==> src/rtl/spu_pkg.sv <==
// Shared widths, saturation limit and the in-flight entry layout for the ALU writeback pipe.
package spu_pkg;

    localparam int unsigned DATA_W      = 128;
    localparam int unsigned REG_ADDR_W  = 7;
    localparam int unsigned STALL_CNT_W = 32;

    localparam logic [STALL_CNT_W-1:0] STALL_CNT_MAX = {STALL_CNT_W{1'b1}};

    typedef struct packed {
        logic                  valid;
        logic                  wr_en;
        logic [REG_ADDR_W-1:0] rt;
        logic [DATA_W-1:0]     data;
        logic                  zero;
    } wb_entry_t;

endpackage

==> src/rtl/alu_wb_stage.sv <==
// One pipeline slot: the valid bit is reset and flushable, the payload is captured only
// when a valid entry moves in, so it carries no reset.
module alu_wb_stage
    import spu_pkg::*;
(
    input  logic      clk,
    input  logic      rst_n,
    input  logic      advance,
    input  logic      load,
    input  logic      flush,
    input  wb_entry_t d,
    output wb_entry_t q
);

    logic                  valid_q;
    logic                  wr_en_q;
    logic [REG_ADDR_W-1:0] rt_q;
    logic [DATA_W-1:0]     data_q;
    logic                  zero_q;

    // Occupancy is carried by load; the incoming valid field is redundant here.
    logic unused_valid;
    assign unused_valid = d.valid;

    always_ff @(posedge clk or negedge rst_n) begin
        if (!rst_n) begin
            valid_q <= 1'b0;
        end else if (flush) begin
            valid_q <= 1'b0;
        end else if (advance) begin
            valid_q <= load;
        end
    end

    always_ff @(posedge clk) begin
        if (advance && load) begin
            wr_en_q <= d.wr_en;
            rt_q    <= d.rt;
            data_q  <= d.data;
            zero_q  <= d.zero;
        end
    end

    always_comb begin
        q       = '0;
        q.valid = valid_q;
        q.wr_en = wr_en_q;
        q.rt    = rt_q;
        q.data  = data_q;
        q.zero  = zero_q;
    end

endmodule

==> src/rtl/alu_writeback_pipe.sv <==
// LATENCY-deep hold pipe between the SIMD ALU and the register-file write port, with a
// youngest-first forwarding lookup (built only when ALU_WB_FORWARD_EN is defined).
module alu_writeback_pipe
    import spu_pkg::*;
#(
    parameter int unsigned LATENCY = 2
) (
    input  logic                   clk,
    input  logic                   rst_n,
    input  logic                   flush,
    input  logic                   in_valid,
    output logic                   in_ready,
    input  logic [DATA_W-1:0]      in_result,
    input  logic                   in_zero,
    input  logic [REG_ADDR_W-1:0]  in_rt,
    input  logic                   in_wr_en,
    output logic                   wb_valid,
    input  logic                   wb_ready,
    output logic [REG_ADDR_W-1:0]  wb_rt,
    output logic [DATA_W-1:0]      wb_data,
    output logic                   wb_zero,
    output logic                   wb_wr_en,
    input  logic [REG_ADDR_W-1:0]  fwd_ra,
    output logic                   fwd_hit,
    output logic [DATA_W-1:0]      fwd_data,
    output logic [STALL_CNT_W-1:0] stall_cnt
);

    if (LATENCY < 1 || LATENCY > 7) begin : g_bad_latency
        $error("alu_writeback_pipe: LATENCY must be 1..7");
    end

    wb_entry_t stage_d  [LATENCY];
    wb_entry_t stage_q  [LATENCY];
    logic      stage_ld [LATENCY];
    wb_entry_t out_q;
    logic      advance;
    logic      accept;
    logic [STALL_CNT_W-1:0] stall_cnt_q;

    assign out_q    = stage_q[LATENCY-1];
    assign advance  = !out_q.valid || wb_ready;
    assign in_ready = advance && !flush;
    assign accept   = in_valid && in_ready;

    // Stage 0 takes the ALU entry; every later stage takes its predecessor wholesale.
    for (genvar k = 0; k < LATENCY; k++) begin : g_stage
        if (k == 0) begin : g_head
            assign stage_d[k]  = '{valid: accept, wr_en: in_wr_en, rt: in_rt,
                                   data: in_result, zero: in_zero};
            assign stage_ld[k] = accept;
        end else begin : g_body
            assign stage_d[k]  = stage_q[k-1];
            assign stage_ld[k] = stage_q[k-1].valid;
        end

        alu_wb_stage u_stage (
            .clk     (clk),
            .rst_n   (rst_n),
            .advance (advance),
            .load    (stage_ld[k]),
            .flush   (flush),
            .d       (stage_d[k]),
            .q       (stage_q[k])
        );
    end

    // Payload registers are unreset, so the port is masked by the output valid bit.
    assign wb_valid = out_q.valid;
    assign wb_rt    = out_q.valid ? out_q.rt   : '0;
    assign wb_data  = out_q.valid ? out_q.data : '0;
    assign wb_zero  = out_q.valid && out_q.zero;
    assign wb_wr_en = out_q.valid && out_q.wr_en;

    always_ff @(posedge clk or negedge rst_n) begin
        if (!rst_n) begin
            stall_cnt_q <= '0;
        end else if (out_q.valid && !wb_ready && stall_cnt_q != STALL_CNT_MAX) begin
            stall_cnt_q <= stall_cnt_q + STALL_CNT_W'(1);
        end
    end

    assign stall_cnt = stall_cnt_q;

`ifdef ALU_WB_FORWARD_EN
    // Walk oldest to youngest so the youngest match is the one left standing.
    always_comb begin
        fwd_hit  = 1'b0;
        fwd_data = '0;
        for (int k = int'(LATENCY) - 1; k >= 0; k--) begin
            if (stage_q[k].valid && stage_q[k].wr_en && stage_q[k].rt == fwd_ra) begin
                fwd_hit  = 1'b1;
                fwd_data = stage_q[k].data;
            end
        end
    end
`else
    logic unused_fwd_ra;
    assign unused_fwd_ra = ^fwd_ra;
    assign fwd_hit       = 1'b0;
    assign fwd_data      = '0;
`endif

endmodule

==> config.mk <==
export PLATFORM = sky130hd
export DESIGN_NAME = alu_writeback_pipe
export DESIGN_NICKNAME = d
export VERILOG_FILES = /design/src/rtl/spu_pkg.sv /design/src/rtl/alu_wb_stage.sv /design/src/rtl/alu_writeback_pipe.sv
export SDC_FILE = /design/constraint.sdc
export NUM_CORES = 1
export LEC_CHECK = 0
export ABC_CLOCK_PERIOD_IN_PS = 7700
export CAP_MARGIN = 20
export CORE_UTILIZATION = 40
export DETAILED_ROUTE_END_ITERATION = 8
export GPL_ROUTABILITY_DRIVEN = 0
export PLACE_DENSITY = 0.77
export SYNTH_ARGS = -nofsm -noshare
export SYNTH_HDL_FRONTEND = slang
export SYNTH_SLANG_ARGS = --single-unit
==> constraint.sdc <==
create_clock -name clk -period 7.7 [get_ports clk]
set_input_delay 1.54 -clock clk [delete_from_list [all_inputs] [get_ports clk]]
set_output_delay 1.54 -clock clk [all_outputs]
set_load 0.03 [all_outputs]
* Word-level counts from Yosys, hierarchy flattened *
Cells that the tools add are included.

cells by class
  $add $sub $neg = 1
  eq/ne operators = 1
  multiplexer cells = 6
  reduce and logical (&&, ||, !) cells = 13

operators with widths
  operator               count
  $mux 128               1
  $add 32x1->32 const B  1
  $ne 32x32->1 const B   1
  $logic_and 1x1->1      8
  $mux 7                 1
  $mux 1                 4
  $logic_not 1->1        3
  $reduce_bool 2->1      1
  $logic_or 1x1->1       1

storage, ports and cells
  bits in registers = 308
  input port bits = 149
  output and inout port bits = 300
  logic and storage cells = 32

* Longest topological paths before layout *
  depth after elaboration = 6
  depth in mapped cells = 7
  mapped depth without buffers = 6

* By module *
From an unflattened synthesis, not the netlist that was laid out.

unflattened totals
  cells, all modules = 720
  area, all modules = 11,901.4 µm²

by module, submodules not included
  module              times used  cells each  area each (µm²)  seq. area each (µm²)
  alu_wb_stage        2           144         4,182.8          4,139.0
  alu_writeback_pipe  1           432         3,535.9          800.8

* Least setup slack after synthesis *
Ideal clock, no wire load.

  path type = input -> register
  start point = input port wb_ready
  end point = register g_stage[1].u_stage.data_q[0] (enable)
  library setup time = 651 ps
  arrival time = 7,901 ps
  data required time = 7,049 ps
  setup slack = -852 ps
  stages = 3
  path buffers = 1
  cell sequence = and2b_1 -> buf_4 -> nor2b_1

between the ends
  longest elaborated chain between the ends = 2

RTL lines
  element               line                      text
  start, declared       alu_writeback_pipe.sv:18  input logic wb_ready,
  $logic_or 1x1->1      alu_writeback_pipe.sv:42  assign advance = !out_q.valid || wb_ready;
  $logic_and 1x1->1     alu_wb_stage.sv:36        if (advance && load) begin
  end signal, assigned  alu_wb_stage.sv:39        data_q <= d.data;
  end, declared         alu_wb_stage.sv:18        logic [DATA_W-1:0] data_q;

No other way between the ends.
A chain may end at the register's enable or synchronous reset.

* Worst setup path after layout *
  start point = input port wb_ready
  end point = output port in_ready

between the ends
  longest elaborated chain between the ends = 2

RTL lines
  element            line                      text
  $logic_or 1x1->1   alu_writeback_pipe.sv:42
  $logic_and 1x1->1  alu_writeback_pipe.sv:43  assign in_ready = advance && !flush;
  end, declared      alu_writeback_pipe.sv:12  output logic in_ready,

No other way between the ends.

==> out/qor.yml <==
synthesis:
  synthFlopType: "edfxtp_1"
  synth_area_per_cell_um2: 16.7
  synth_top_area_cell: "edfxtp_1"
  synth_edf_count: 274
  syn_inst: 712
  ys_seq_elements: 308
  synth_warnings: 0
  synth_top_area_share: 0.693
  async_flop_share: 0.110
  netlist_area_mm2: 0.0119
  seq_area_frac_synth: 0.764
  synth.distinct_cells: 40
  synth_area_leaders: "edfxtp_1, buf_4, and2_1"
  synth_most_common_cell: "edfxtp_1"
  ys_top_cells_by_count: "edfxtp_1, and2_1, buf_4"
drt:
  vias: 6388
  dr.pass1.iters: 4
  drt-total-wl_mm: 24.4
  drt-initial-drc-count: 389
  avgRoutedWirePerCell_um: 16.8
  drc: 0
  drtAntennaViolNets: 0
  viasPerCell: 4.40
cts:
  clock_latency_ns: 0.54
  postCtsSetupRepairBufs: 0
  cts_buffers: 31
  cts_resized: 0
  cts_hold_buf: 0
  cts_num_sinks: 308
  cts_tree: "built"
  cts.path.max_buffers: 3
  htree_levels: 1
  clkTransAtPathRegs_ns: 0.06
  cts.root.buffer_cell: "clkbuf_16"
hold_path:
  min_to: "g_stage[1].u_stage.data_q[64]$_DFFE_PP_"
  hp-class: "flip-flop to flip-flop"
  hold_depth: 0
  holdCritStartpoint: "g_stage[0].u_stage.data_q[64]$_DFFE_PP_"
grt:
  grt_start_max_net_pins: 141
  grt_pass1_vias: 6251
  grtUsageTotal: 0.156
  antenna_found_initial: 4
  grt_pass1_wl_mm: 35.9
  grt-ovfl-total: 0
critical_path:
  crit_type: "input pin to output pin"
  worst_setup_path_end_kind: "output pin"
  r2r-end: "g_stage[0].u_stage.data_q[110]$_DFFE_PP_"
  required_ns: 6.16
  reg2regPathDepth: 4
  crit_arrival_ns: 3.24
  worst_setup_path_start_kind: "input pin"
  crit_fanout: 8
  reg2reg_setup_slack_ns: 4.61
  reg2reg_from: "g_stage[1].u_stage.valid_q$_DFFE_PN0P_"
power_and_ir_drop:
  pwr_density_cell_mw_per_mm2: 234
  p_leak_nw: 5.88
  peakVddDrop_v: 0.000239
sta:
  hold_viol: 0
  period_minus_slack_ns: 4.78
  rsz0062_at_grt: "no"
  fin_tns_setup_ns: 0
  hold_ws_ns: 0.417
  slew_headroom: 0.345
  min_period_over_period: 0.621
  fmax_mhz: 209
  drv_slew: 0
  finClkSkew_ns: 0.00782
  finalSetupViolations: 0
  tightestPinTransition_ns: 0.983
floorplan:
  die_w_um: 174
  core_region_area_mm2: 0.0289
  start_util: 0.410
  die_area_mm2: 0.0304
  row_count: 62
  ios: 449
  die_y_um: 174
job:
  maxCapViolCount: 0
place:
  io_buffers: 312
  dp_hpwl_mm: 16.9
finish:
  fin_nets: 1193
  multiInputGateArea_mm2: 0.00224
  area_growth_pct: 34.2
  drive_gt1_frac: 0.0637
  fillers: 2241
  regArea_mm2: 0.00908
outcome:
  outcome: "completed"
where the power goes:
part	switching, mW	total [mW]	internal [mW]
sequential	0.0320	1.94	1.91
combinational	0.248	0.395	0.147
clock	0.596	1.40	0.799
state kept, by name, indices dropped and copies added (netlist names):
register	cells
g_stage.u_stage.rt_q	14
g_stage.u_stage.data_q	256
g_stage.u_stage.valid_q	2
stall_cnt	32
g_stage.u_stage.zero_q	2
g_stage.u_stage.wr_en_q	2
layer usage:
| metal | global-route usage | routed length [um] | up-vias |
|---|---|---|---|
| met5 | 0 | 32 | - |
| met1 | 0.158 | 8140 | 3056 |
| met2 | 0.291 | 12900 | 349 |
| met4 | 0.0461 | 602 | 4 |
| li1 | - | - | 2935 |
| met3 | 0.0626 | 2660 | 44 |
cells in the final DEF, fill, tap and decap left out, types with 4 or more instances in the layout:
| cell | n |
|---|---|
| clkdlybuf4s50_1 | 312 |
| edfxtp_1 | 274 |
| and2_1 | 139 |
| conb_1 | 129 |
| dfrtp_1 | 33 |
| clkbuf_16 | 31 |
| xnor2_1 | 14 |
| nand2_1 | 11 |
| nand3_1 | 11 |
| xor2_1 | 11 |
| nor2_1 | 10 |
| clkinv_1 | 10 |
| nand4_1 | 8 |
| and3_1 | 8 |
| clkinv_2 | 6 |
| a21oi_1 | 5 |
| nor3_1 | 4 |
| clkbuf_1 | 4 |
| buf_4 | 4 |
cells by family after synthesis:
group,share of synthesized area
compound gates,0.00874
fa+ha+maj,0.00105
mux,0.00305
xor+xnor,0.0184
simple gates,0.116
buf+inv,0.0881
other cells,0.000316
flops,0.764
how the worst max path moves through the flow:
| stage | startpoint | end | slack (ns) |
|---|---|---|---|
| floorplan | wb_ready | g_stage[0].u_stage.data_q[0]$_DFFE_PP_ | 1.67 |
| global placement | wb_ready | in_ready | 2.91 |
| detailed placement | wb_ready | in_ready | 2.89 |
| CTS | wb_ready | in_ready | 2.88 |
| global route | wb_ready | in_ready | 2.81 |
| finish | wb_ready | in_ready | 2.92 |
area by class of cell:
cell class	instances	share of cell area
Timing Repair Buffer	317	0.200
Clock buffer	35	0.0496
Clock inverter	22	0.00989
Inverter	1	0.000235
Antenna cell	1	0.000157
Sequential cell	308	0.570
Tap cell	384	0.0301
Multi-Input combinational cell	384	0.141
metrics by stage:
step / instances / instance area (um^2) / setup WS, ns / util / total power, mW
after global placement: 1393 / 15000 / 2.91 / 0.517 / 2.36
after CTS: 1450 / 15900 / 2.88 / 0.550 / 3.77
after detailed placement: 1393 / 15000 / 2.89 / 0.517 / 2.37
final: 1452 / 15900 / 2.92 / 0.551 / 3.73
after global routing: 1451 / 15900 / 2.81 / 0.551 / 3.86
after floorplan: 840 / 12400 / 1.67 / - / 2.24
worst max-delay path, stage by stage:
cell and delay, ns:
clkdlybuf4s50_1 0.48, and2b_1 0.30, nor2_1 0.18, clkdlybuf4s50_1 0.73
(Power assumes the default switching activity.)
